===== src/rtl/sseg_scan_decoder_pkg.sv =====
// Shared definitions for the 7-segment scan monitor: glyph table, scan FSM
// states and the anode-selection helper.
package sseg_pkg;

    // Segment patterns are sseg[0:6] = a..g, active low.
    localparam logic [0:6] GLYPH_0     = 7'b0000001;
    localparam logic [0:6] GLYPH_1     = 7'b1001111;
    localparam logic [0:6] GLYPH_2     = 7'b0010010;
    localparam logic [0:6] GLYPH_3     = 7'b0000110;
    localparam logic [0:6] GLYPH_4     = 7'b1001100;
    localparam logic [0:6] GLYPH_5     = 7'b0100100;
    localparam logic [0:6] GLYPH_6     = 7'b0100000;
    localparam logic [0:6] GLYPH_7     = 7'b0001111;
    localparam logic [0:6] GLYPH_8     = 7'b0000000;
    localparam logic [0:6] GLYPH_9     = 7'b0000100;
    localparam logic [0:6] GLYPH_A     = 7'b0001000;
    localparam logic [0:6] GLYPH_B     = 7'b1100000;
    localparam logic [0:6] GLYPH_C     = 7'b0110001;
    localparam logic [0:6] GLYPH_D     = 7'b1000010;
    localparam logic [0:6] GLYPH_E     = 7'b0110000;
    localparam logic [0:6] GLYPH_F     = 7'b0111000;
    localparam logic [0:6] GLYPH_BLANK = 7'b1111111;

    typedef enum logic [1:0] {
        ST_IDLE   = 2'd0,
        ST_SETTLE = 2'd1,
        ST_HELD   = 2'd2
    } scan_state_t;

    typedef struct packed {
        logic       legal;
        logic [1:0] idx;
    } an_sel_t;

    // Exactly one low anode is a selection; blank or multiple lows are not.
    function automatic an_sel_t decode_an(input logic [3:0] an);
        an_sel_t sel;
        sel.legal = 1'b1;
        sel.idx   = 2'd0;
        case (an)
            4'b1110: sel.idx = 2'd0;
            4'b1101: sel.idx = 2'd1;
            4'b1011: sel.idx = 2'd2;
            4'b0111: sel.idx = 2'd3;
            default: begin
                sel.legal = 1'b0;
                sel.idx   = 2'd0;
            end
        endcase
        return sel;
    endfunction

endpackage


===== src/rtl/sseg_to_hex.sv =====
// Combinational glyph decoder: inverse of the hex-to-segment encoder.
module sseg_to_hex
    import sseg_pkg::*;
(
    input  logic [0:6] sseg,
    output logic       legal,
    output logic [3:0] nibble
);

    // Map each legal glyph back to its nibble; anything else is flagged.
    always_comb begin
        legal  = 1'b1;
        nibble = 4'h0;
        case (sseg)
            GLYPH_0: nibble = 4'h0;
            GLYPH_1: nibble = 4'h1;
            GLYPH_2: nibble = 4'h2;
            GLYPH_3: nibble = 4'h3;
            GLYPH_4: nibble = 4'h4;
            GLYPH_5: nibble = 4'h5;
            GLYPH_6: nibble = 4'h6;
            GLYPH_7: nibble = 4'h7;
            GLYPH_8: nibble = 4'h8;
            GLYPH_9: nibble = 4'h9;
            GLYPH_A: nibble = 4'hA;
            GLYPH_B: nibble = 4'hB;
            GLYPH_C: nibble = 4'hC;
            GLYPH_D: nibble = 4'hD;
            GLYPH_E: nibble = 4'hE;
            GLYPH_F: nibble = 4'hF;
            default: begin
                legal  = 1'b0;
                nibble = 4'h0;
            end
        endcase
    end

endmodule


===== src/rtl/sseg_scan_decoder.sv =====
// Passive monitor of a multiplexed 7-segment bus: waits for each selected
// digit to settle, decodes it and rebuilds the displayed 16-bit value.
module sseg_scan_decoder
    import sseg_pkg::*;
#(
    parameter int         SETTLE_CYCLES  = 4,
    parameter int         TIMEOUT_CYCLES = 1048576,
    parameter logic [3:0] DIGIT_MASK     = 4'b1111
) (
    input  logic        clk,
    input  logic        rst,
    input  logic [0:6]  sseg,
    input  logic [3:0]  an,
    output logic [15:0] num,
    output logic [3:0]  digit_valid,
    output logic        frame_valid,
    output logic        glyph_err,
    output logic        timeout
);

    localparam int SW = $clog2(SETTLE_CYCLES + 1);
    localparam int TW = $clog2(TIMEOUT_CYCLES + 1);
    localparam logic [SW-1:0] SETTLE_MAX = SW'(SETTLE_CYCLES);
    localparam logic [TW-1:0] TMO_MAX    = TW'(TIMEOUT_CYCLES);

    logic [3:0]    an_m_r, an_s_r;
    logic [0:6]    sseg_m_r, sseg_s_r;
    logic [10:0]   prev_r;
    logic [10:0]   cur_s;
    logic          changed_s;
    an_sel_t       sel_s;
    logic          glyph_ok_s;
    logic [3:0]    nibble_s;
    scan_state_t   state_r, state_nx_s;
    logic [SW-1:0] scnt_r, scnt_nx_s, scnt_inc_s;
    logic [TW-1:0] tcnt_r, tcnt_inc_s;
    logic          capture_s, expire_s, frame_hit_s;
    logic [3:0]    seen_r, seen_set_s;
    logic [15:0]   num_r;
    logic [3:0]    dv_r;
    logic          frame_r, gerr_r, tmo_r;

    // Two-flop synchronizers plus one delayed copy for change detection.
    always_ff @(posedge clk or negedge rst) begin
        if (!rst) begin
            an_m_r   <= 4'hF;
            an_s_r   <= 4'hF;
            sseg_m_r <= 7'h7F;
            sseg_s_r <= 7'h7F;
            prev_r   <= 11'h7FF;
        end else begin
            an_m_r   <= an;
            an_s_r   <= an_m_r;
            sseg_m_r <= sseg;
            sseg_s_r <= sseg_m_r;
            prev_r   <= cur_s;
        end
    end

    assign cur_s      = {an_s_r, sseg_s_r};
    assign changed_s  = (cur_s != prev_r);
    assign sel_s      = decode_an(an_s_r);
    assign scnt_inc_s = scnt_r + SW'(1);
    assign tcnt_inc_s = tcnt_r + TW'(1);
    assign seen_set_s = seen_r | (4'b0001 << sel_s.idx);
    assign frame_hit_s = ((seen_set_s & DIGIT_MASK) == DIGIT_MASK);
    assign expire_s   = !capture_s && (tcnt_inc_s == TMO_MAX);

    sseg_to_hex u_dec (
        .sseg   (sseg_s_r),
        .legal  (glyph_ok_s),
        .nibble (nibble_s)
    );

    // Scan FSM next state: a change always restarts the settle count at 1.
    always_comb begin
        state_nx_s = state_r;
        scnt_nx_s  = scnt_r;
        capture_s  = 1'b0;
        if (!sel_s.legal) begin
            state_nx_s = ST_IDLE;
            scnt_nx_s  = '0;
        end else if (changed_s || (state_r == ST_IDLE)) begin
            scnt_nx_s = SW'(1);
            if (SETTLE_MAX == SW'(1)) begin
                capture_s  = 1'b1;
                state_nx_s = ST_HELD;
            end else begin
                state_nx_s = ST_SETTLE;
            end
        end else begin
            case (state_r)
                ST_SETTLE: begin
                    scnt_nx_s = scnt_inc_s;
                    if (scnt_inc_s == SETTLE_MAX) begin
                        capture_s  = 1'b1;
                        state_nx_s = ST_HELD;
                    end else begin
                        state_nx_s = ST_SETTLE;
                    end
                end
                ST_HELD: state_nx_s = ST_HELD;
                default: begin
                    state_nx_s = ST_IDLE;
                    scnt_nx_s  = '0;
                end
            endcase
        end
    end

    // FSM state and settle counter registers.
    always_ff @(posedge clk or negedge rst) begin
        if (!rst) begin
            state_r <= ST_IDLE;
            scnt_r  <= '0;
        end else begin
            state_r <= state_nx_s;
            scnt_r  <= scnt_nx_s;
        end
    end

    // Capture, frame tracking and timeout; a capture pre-empts expiry.
    always_ff @(posedge clk or negedge rst) begin
        if (!rst) begin
            num_r   <= 16'h0000;
            dv_r    <= 4'b0000;
            seen_r  <= 4'b0000;
            tcnt_r  <= '0;
            frame_r <= 1'b0;
            gerr_r  <= 1'b0;
            tmo_r   <= 1'b0;
        end else begin
            frame_r <= 1'b0;
            gerr_r  <= 1'b0;
            tmo_r   <= 1'b0;
            if (capture_s) begin
                tcnt_r <= '0;
                if (glyph_ok_s) begin
                    num_r[{sel_s.idx, 2'b00} +: 4] <= nibble_s;
                    dv_r[sel_s.idx] <= 1'b1;
                    if (frame_hit_s) begin
                        frame_r <= 1'b1;
                        seen_r  <= 4'b0000;
                    end else begin
                        seen_r  <= seen_set_s;
                    end
                end else begin
                    gerr_r <= 1'b1;
                    dv_r[sel_s.idx]   <= 1'b0;
                    seen_r[sel_s.idx] <= 1'b0;
                end
            end else if (expire_s) begin
                tmo_r  <= 1'b1;
                dv_r   <= 4'b0000;
                seen_r <= 4'b0000;
                tcnt_r <= '0;
            end else begin
                tcnt_r <= tcnt_inc_s;
            end
        end
    end

    assign num         = num_r;
    assign digit_valid = dv_r;
    assign frame_valid = frame_r;
    assign glyph_err   = gerr_r;
    assign timeout     = tmo_r;

endmodule


===== config.mk =====
export PLATFORM = sky130hd
export DESIGN_NAME = sseg_scan_decoder
export DESIGN_NICKNAME = d
export VERILOG_FILES = /design/src/rtl/sseg_scan_decoder_pkg.sv /design/src/rtl/sseg_to_hex.sv /design/src/rtl/sseg_scan_decoder.sv
export SDC_FILE = /design/constraint.sdc
export NUM_CORES = 1
export LEC_CHECK = 0
export CORE_MARGIN = 4
export CORE_UTILIZATION = 45
export DETAILED_ROUTE_END_ITERATION = 10
export SYNTH_ARGS = -nofsm -noshare
export SYNTH_HDL_FRONTEND = slang
export SYNTH_SLANG_ARGS = --single-unit

===== constraint.sdc =====
create_clock -name clk -period 3.1 [get_ports clk]
set_input_delay 0.465 -clock clk [delete_from_list [all_inputs] [get_ports clk]]
set_output_delay 0.465 -clock clk [all_outputs]
set_load 0.1 [all_outputs]

; ---- After elaboration in Yosys (flattened, before gate mapping)
; Index checks and enable logic that the tools add are counted.
[totals]
register_bits = 86
input_bits = 13
output_inout_bits = 23
[classes]
add_sub_neg = 3
n_lt_le_gt_ge = 2
eq_ne = 26
shifts = 3
mux = 33
bitwise = 5
reduce_logical = 10
[ops]
columns = cell, n
row1 = case mux 4 bit (15 select lines), 1
row2 = two-way mux 21 bit, 2
row3 = "equality test 7 x 6 -> 1 bit, second input constant", 5
row4 = "equality test 7 bit, second input constant", 4
row5 = two-way mux 4 bit, 6
row6 = "adder 21 x 1 -> 21 bit, second input constant", 1
row7 = "equality test 21 bit, second input constant", 1
row8 = bitwise mux 16 bit, 1
row9 = "equality test 4 bit, second input constant", 4
row10 = OR reduction 16 bit, 1
row11 = "variable shift 4 x 6 -> 16 bit, first input constant", 1
row12 = indexed part select 4 x 6 -> 16 bit, 1
row13 = "equality test 7 x 3 -> 1 bit, second input constant", 2
row14 = "equality test 7 x 4 -> 1 bit, second input constant", 2
row15 = two-way mux 1 bit, 14
row16 = != test 11 bit, 1
row17 = bitwise AND 4 bit, 2
row18 = bitwise OR 4 bit, 2
row19 = "equality test 7 x 1 -> 1 bit, second input constant", 1
row20 = "equality test 7 x 5 -> 1 bit, second input constant", 1
row21 = zero test 7 bit, 1
row22 = two-way mux 2 bit, 3
row23 = two-way mux 3 bit, 2
row24 = negation 4 -> 6 bit, 1
row25 = other kinds (21), 22

; ---- Longest topological paths before layout
; Gate-level depths: netlist (run 1).
[logic_depth]
depth_word = 10
ltp_mapped = 11
mapped_depth_nobuf = 10

; ---- Cells and area by module
; Synthesis (run 1) repeated with hierarchy kept, for this count alone.
[unflattened]
cells_unflattened = 414
hier_area_um2 = 4266.6
[by_module_without_submodules]
columns = module, instances, cells_each, area_each_um2
row1 = sseg_scan_decoder, 1, 361, 3908.7
row2 = sseg_to_hex, 1, 53, 357.8

; ---- Worst setup path before layout (run 1)
; No wires, ideal clock.
[synth_timing]
path_kind = register to register
start = register tcnt_r[0]
end = register seen_r[3]
arrival_time_ps = 2220
t_required_ps = 2964
slack_ps = 744
stages_incl_launch_ff = 10
path_buffers = 1
period_less_slack_ps = 2356
path_cell_list = dfrtp_1 ha_1 and3_1 nand2_2 or4_4 a21oi_1 and4_1 a41o_2 buf_6 o22ai_1
[synth_between]
elab_chain_len = 4
[synth_rtl]
columns = item, line_no
row1 = from (decl), sseg_scan_decoder.sv:36  ; logic [TW-1:0] tcnt_r, tcnt_inc_s;
row2 = from (signal assigned), sseg_scan_decoder.sv:158  ; tcnt_r <= tcnt_inc_s;
row3 = adder 21 x 1 -> 21 bit, sseg_scan_decoder.sv:64  ; assign tcnt_inc_s = tcnt_r + TW'(1);
row4 = equality test 21 bit, sseg_scan_decoder.sv:67  ; assign expire_s = !capture_s && (tcnt_inc_s == TMO_MAX);
row5 = logical AND 1 bit, sseg_scan_decoder.sv:67
row6 = nonzero test 2 bit (no source line), --
row7 = to (signal assigned), sseg_scan_decoder.sv:145  ; seen_r <= seen_set_s;
row8 = to (decl), sseg_scan_decoder.sv:38  ; logic [3:0] seen_r, seen_set_s;
; No other way between the ends.
; A chain may end at the register's enable or synchronous reset.

; ---- Worst setup path after layout (run 1)
; Ends and elaborated chain as after synthesis.

==> results of run 1 <==
==> cell type report <==
type                       instances  area [um2]  area share (%)
timing repair buffer              38       312.8           6.305
clock inverter                     7       66.31           1.337
sequential                        86        2193           44.21
multi-input combinational        309        2054           41.41
clock buffer                       9       123.9           2.497
tap                              129       161.4           3.253
inverter                          13       48.80          0.9836
==> final timing paths <==
check                            start          end  slack (ns)  cells past startpoint
max reg2reg                  tcnt_r[0]    seen_r[3]        0.34                      8
max                          tcnt_r[0]    seen_r[3]        0.34                      8
min                                rst       num[4]        0.21                      1
min in group clk           sseg_m_r[6]  sseg_s_r[6]        0.36                      0
max in group asynchronous          rst  sseg_s_r[3]        2.05                      2
min reg2reg                sseg_m_r[6]  sseg_s_r[6]        0.36                      0
==> report_power, final <==
group	leakage (uW)	switching (uW)	internal (uW)	total (uW)
Combinational	0.000859	66.8	50.3	117
Sequential	0.00107	31.5	1160	1200
Clock	0.0000968	441	311	752
==> flip-flops by register name, indices dropped and copies added, names as in the netlist <==
| signal | cells |
|---|---|
| tcnt_r | 21 |
| num | 16 |
| prev_r | 11 |
| sseg_m_r | 7 |
| sseg_s_r | 7 |
| an_m_r | 4 |
| an_s_r | 4 |
| digit_valid | 4 |
| seen_r | 4 |
| scnt_r | 3 |
| state_r | 2 |
| frame_valid | 1 |
| glyph_err | 1 |
| timeout | 1 |
==> through the flow <==
step / utilization (%) / total power [uW] / area (um2) / setup slack (ns)
5_1_grt: 52.69 / 2163 / 4961 / 0.02438
2_1_floorplan: - / 1279 / 4414 / 0.7441
6_report: 52.69 / 2064 / 4961 / 0.3441
3_3_place_gp: 50.67 / 1332 / 4771 / 0.3897
4_1_cts: 52.69 / 2098 / 4961 / 0.3265
3_5_place_dp: 50.67 / 1334 / 4771 / 0.3375
==> cell usage after synthesis (all sizes together) (6+ instances only) <==
cell | count | area [um2]
a21oi | 11 | 55.05
nor4 | 8 | 77.57
dfstp | 33 | 867.1
inv | 13 | 48.80
nor2b | 9 | 56.30
xor2 | 17 | 148.9
dfrtp | 53 | 1326
o21ai | 13 | 65.06
ha | 11 | 137.6
nand2 | 48 | 182.7
nor2 | 38 | 142.6
nor3b | 7 | 52.55
nand2b | 8 | 50.05
nor3 | 8 | 40.04
xnor2 | 16 | 140.1
nand4 | 10 | 62.56
and3 | 8 | 56.31
o31ai | 16 | 120.1
and4 | 6 | 55.05
nand3 | 12 | 72.57
buf | 16 | 97.59
==> kinds of logic (layout without fill, tap and decap cells) <==
group                      count (synthesis)  in the layout  share of synthesized area, %
and+or+nand+nor                          186            186                         23.47
muxes                                      4              4                        0.9637
adders and majority gates                 11             11                         3.118
buffers and inverters                     34             67                         3.770
DFF                                       86             86                         49.69
AOI/OAI and AO/OA                         75             75                         12.44
xor gates and xnor gates                  33             33                         6.547
==> worst reg2reg max path: cells and delay by family, from the launching register on <==
| family | cells | cell delay (ns) |
|---|---|---|
| flip-flops | 1 | 0.45 |
| AO/OA/AOI/OAI | 3 | 0.78 |
| adder cells (fa/ha/maj) | 1 | 0.29 |
| AND/OR/NAND/NOR | 4 | 1.09 |
==> layer usage <==
metal,wire [um],track usage [%],share of wire (%)
met1,4459,24.45,51
met2,3811,24.89,43
met3,410,3.492,4.7
met4,83,4.384,0.95
met5,0,0,0
==> results.ini, run 1 <==
[outcome]
status = finished clean

[grt]
globalRouteTotalUtil_pct = 16.62
grt_pass1_wl_um = 15320
grt_max_degree = 75
grt_pass1_vias = 3043
grt-ovfl-total = 0
grt_antenna_before_repair = 0

[clocking]
cts-resized-gates = 0
clock_latency_ns = 0.35
post-cts-setup-buffers = 0
cts_tree = done
clockBufferDepth = 2
cts-root-buf = clkbuf_8
ctsHtreeMaxLevel = 3
cts_hold_buf = 0
clock-sinks = 86
cts.clk_slew.worst_paths_ns = 0.09
numCtsBuffers = 9

[logic_synthesis]
syn-num-nets = 453
ys_seq_area_share_pct = 49.69
ys_async_sr_fraction_pct = 100.0
ys.warnings.count = 0
synthCells = 429
syn_area_um2 = 4414
synth.avg_cell_area_um2 = 10.29
synthFlopType = dfrtp_1
synth_seq_cells = 86
ys_types = 67
synth_edf_count = 0

[finish]
final_common_cell = dfrtp_1
fin_nets = 481
layout.cells.non_filler = 591
area_growth_pct = 12.39
nFillCells = 887
layout_common_cells = 53 x dfrtp_1, 47 x nand2_1, 38 x nor2_1
diodes = 0
drive_above_1_share_pct = 20.78

[die]
die_area_um2 = 11460
fp.dieH_um = 107.0
core_area_um2 = 9415
io_pins = 36
initial_core_util_pct = 46.88
num_rows = 35
die_w_um = 107.0

[sta]
rsz0062_at_grt = false
finalSetupTns_ns = 0
finClkSkew_ns = 0.007896
min_period_ns = 2.756
slew-limit-headroom_pct = 39.55
final_hold_viol_count = 0
period_share_pct = 88.90
finalMaxSlewViolations = 0
clock.fmax_ghz = 0.3629
final-setup-viol-count = 0
whs_ns = 0.2083
worst_pin_slew_ns = 0.9068

[place]
dp.cells = 575
hpwlAfterDp_um = 6339
io_buffer_count = 35
gp_congestion = 0.8051

[route]
via_per_inst = 5.298
ant_nets = 0
post-route-drc-count = 0
num_vias = 3131
drt-total-wl_um = 8766
drt_iter0_drc = 194
drt-pass1-iter-count = 4
post_drt_wl_per_cell_um = 14.83

[critical_path]
start_kind = register
worstPathCellList = ha_1, and3_1, nand2_2, or4_4, a21oi_1, and4_1, a41o_2, o22ai_1
cp_max_fo = 21
end_kind = register
critPathRequiredTime_ns = 3.32
critPathTopFamily = simple AND/OR/NAND/NOR gates
cp.buffers_inverters = 0
worstSetupPathType = register to register
max_stage_delay_ns = 0.51
crit_arrival_ns = 2.98
critPathSlowestCell = or4_4

[hold_path]
hp-class = input port to asynchronous set/reset pin

[power]
p_per_area_nw_per_um2 = 416.0
peakVddDrop_uv = 229.8
p_leak_uw = 0.002027

[run]
max_cap_violations = 0

Note: power is estimated with default switching activity, not from simulation.
==> run 2, diff against run 1 <==
--- a/config.mk
+++ b/config.mk
@@ -6,7 +6,7 @@
 export NUM_CORES = 1
 export LEC_CHECK = 0
 export CORE_MARGIN = 4
-export CORE_UTILIZATION = 45
+export CORE_UTILIZATION = 25
 export DETAILED_ROUTE_END_ITERATION = 10
 export SYNTH_ARGS = -nofsm -noshare
 export SYNTH_HDL_FRONTEND = slang
==> run 2 against run 1 <==
First-iteration DRC count is 19% higher. Largest power group is now the clock network. Global-route usage is 6.3 points lower. Maximum frequency down 1.5%. Clock power up 69%. Count of clock-buffer cells in the layout grew 1. Combinational power hardly changed. Via count rose by 4.3%. Non-clock buffer count did not move. Die area up 73%. Power is 25% higher. Critical path depth unchanged.
==> results.ini, run 2 (same netlist as run 1, synthesis figures left out) <==
[critical_path]
reg2reg_slack_ns = 0.30
r2r-start = tcnt_r[0]
cp.buffers_inverters = 0
r2r-end = digit_valid[3]
crit_start = tcnt_r[0]
cp_max_fo = 21
worstPathCellList = ha_1, and3_1, nand2_2, or4_4, a21oi_1, and4_1, a41o_2, o21ai_0
worstSetupPathType = register to register
worstSetupEndpoint = digit_valid[3]
crit_arrival_ns = 3.00
start_kind = register
end_kind = register
critPathTopFamily = simple AND/OR/NAND/NOR gates
reg2reg_depth = 8
cp.depth = 8
critPathSlowestCell = or4_4
critPathRequiredTime_ns = 3.31
max_stage_delay_ns = 0.51

[finish]
fin_nets = 481
largest_reg_flops = 21
layout_common_cells = 53 x dfrtp_1, 47 x nand2_1, 38 x nor2_1
nFillCells = 1777
drive_above_1_share_pct = 20.56
top_register = tcnt_r
area_growth_pct = 18.65
diodes = 0
final_common_cell = dfrtp_1

[die]
die_w_um = 140.9
die_area_um2 = 19850
initial_core_util_pct = 25.52
num_rows = 48
io_pins = 36
fp.dieH_um = 140.9
core_area_um2 = 17300

[route]
post-route-drc-count = 0
drt_iter0_drc = 231
num_vias = 3266
ant_nets = 0
drt-total-wl_um = 9640
via_per_inst = 4.754
post_drt_wl_per_cell_um = 14.03
drt-pass1-iter-count = 4

[grt]
grt.busiest_layer = met2
gr-usage-met3_pct = 2.239
gr-usage-met1_pct = 13.82
grt_max_degree = 87
globalRouteTotalUtil_pct = 10.31
grt-ovfl-total = 0
use_met2_pct = 16.03
grt_pass1_vias = 3270
grt_pass1_wl_um = 16590
grt_antenna_before_repair = 0

[place]
gp_congestion = 0.8625
io_buffer_count = 35
hpwlAfterDp_um = 6910

[clocking]
cts_hold_buf = 0
cts-resized-gates = 0
post-cts-setup-buffers = 0
clock_latency_ns = 0.35
cts_tree = done
cts-root-buf = clkbuf_16
cts.clk_slew.worst_paths_ns = 0.06
clockBufferDepth = 2
ctsHtreeMaxLevel = 3
clock-sinks = 86
numCtsBuffers = 9

[sta]
finalSetupTns_ns = 0
slew-limit-headroom_pct = 28.03
worst_pin_slew_ns = 1.080
finalMaxSlewViolations = 0
period_share_pct = 90.25
finClkSkew_ns = 0.008140
clock.fmax_ghz = 0.3574
min_period_ns = 2.798
final-setup-viol-count = 0
rsz0062_at_grt = false
final_hold_viol_count = 0

[power]
peakVddDrop_uv = 285.7
p_sw_uw = 569.5
p_leak_uw = 0.002095
switching_share_pct = 22.07
p_per_area_nw_per_um2 = 492.8
clockPowerShare_pct = 49.1
intPower_uw = 2011
power_frac_comb_pct = 4.7
power_uw = 2581
p_seq_share_pct = 46.3

[hold_path]
hp-class = input port to asynchronous set/reset pin

[outcome]
status = finished clean

[run]
max_cap_violations = 0

## run 2: layer usage
layer | part of all wire [%] | vias to the layer above
met2 | 46 | 65
met5 | 0 | -
met4 | 2.4 | 0
met3 | 3.3 | 19
li1 | - | 1589
met1 | 49 | 1593
## run 2: cell type report
| type | instances | area (um2) | area share (%) |
|---|---|---|---|
| sequential | 86 | 2193 | 41.88 |
| multi-input combinational | 309 | 2054 | 39.23 |
| timing repair buffer | 38 | 312.8 | 5.972 |
| tap | 225 | 281.5 | 5.375 |
| clock buffer | 10 | 229.0 | 4.372 |
| clock inverter | 6 | 117.6 | 2.246 |
| inverter | 13 | 48.80 | 0.9317 |
## run 2: power groups by stage
stage                     logic (uW)  registers, uW  clock network (uW)
after floorplan                 85.3           1190                   0
after global placement           121           1210                   0
after detailed placement         122           1210                   0
after CTS                        123           1190                1300
after global routing             138           1200                1350
final                            120           1190                1270
## run 2: worst min path at each step
stage | start | endpoint
2_1_floorplan | rst | digit_valid[0]
3_5_place_dp | sseg_m_r[0] | sseg_s_r[0]
4_1_cts | sseg_m_r[0] | sseg_s_r[0]
5_1_grt | sseg_m_r[1] | sseg_s_r[1]
3_3_place_gp | sseg_m_r[0] | sseg_s_r[0]
6_report | rst | tcnt_r[7]
## run 2: metrics by stage
| stage | worst slack, ns | instance area, um2 | utilization [%] | hold WS (ns) | std cells |
|---|---|---|---|---|---|
| 6_report | 0.3022 | 5238 | 30.28 | 0.2929 | 687 |
| 5_1_grt | 0.1284 | 5238 | 30.28 | 0.3632 | 687 |
| 4_1_cts | 0.3181 | 5238 | 30.28 | 0.3564 | 687 |
| 3_5_place_dp | 0.3603 | 4891 | 28.28 | 0.3470 | 671 |
| 3_3_place_gp | 0.4260 | 4891 | 28.28 | 0.3483 | 671 |
| 2_1_floorplan | 0.7441 | 4414 | - | 0.1694 | 429 |
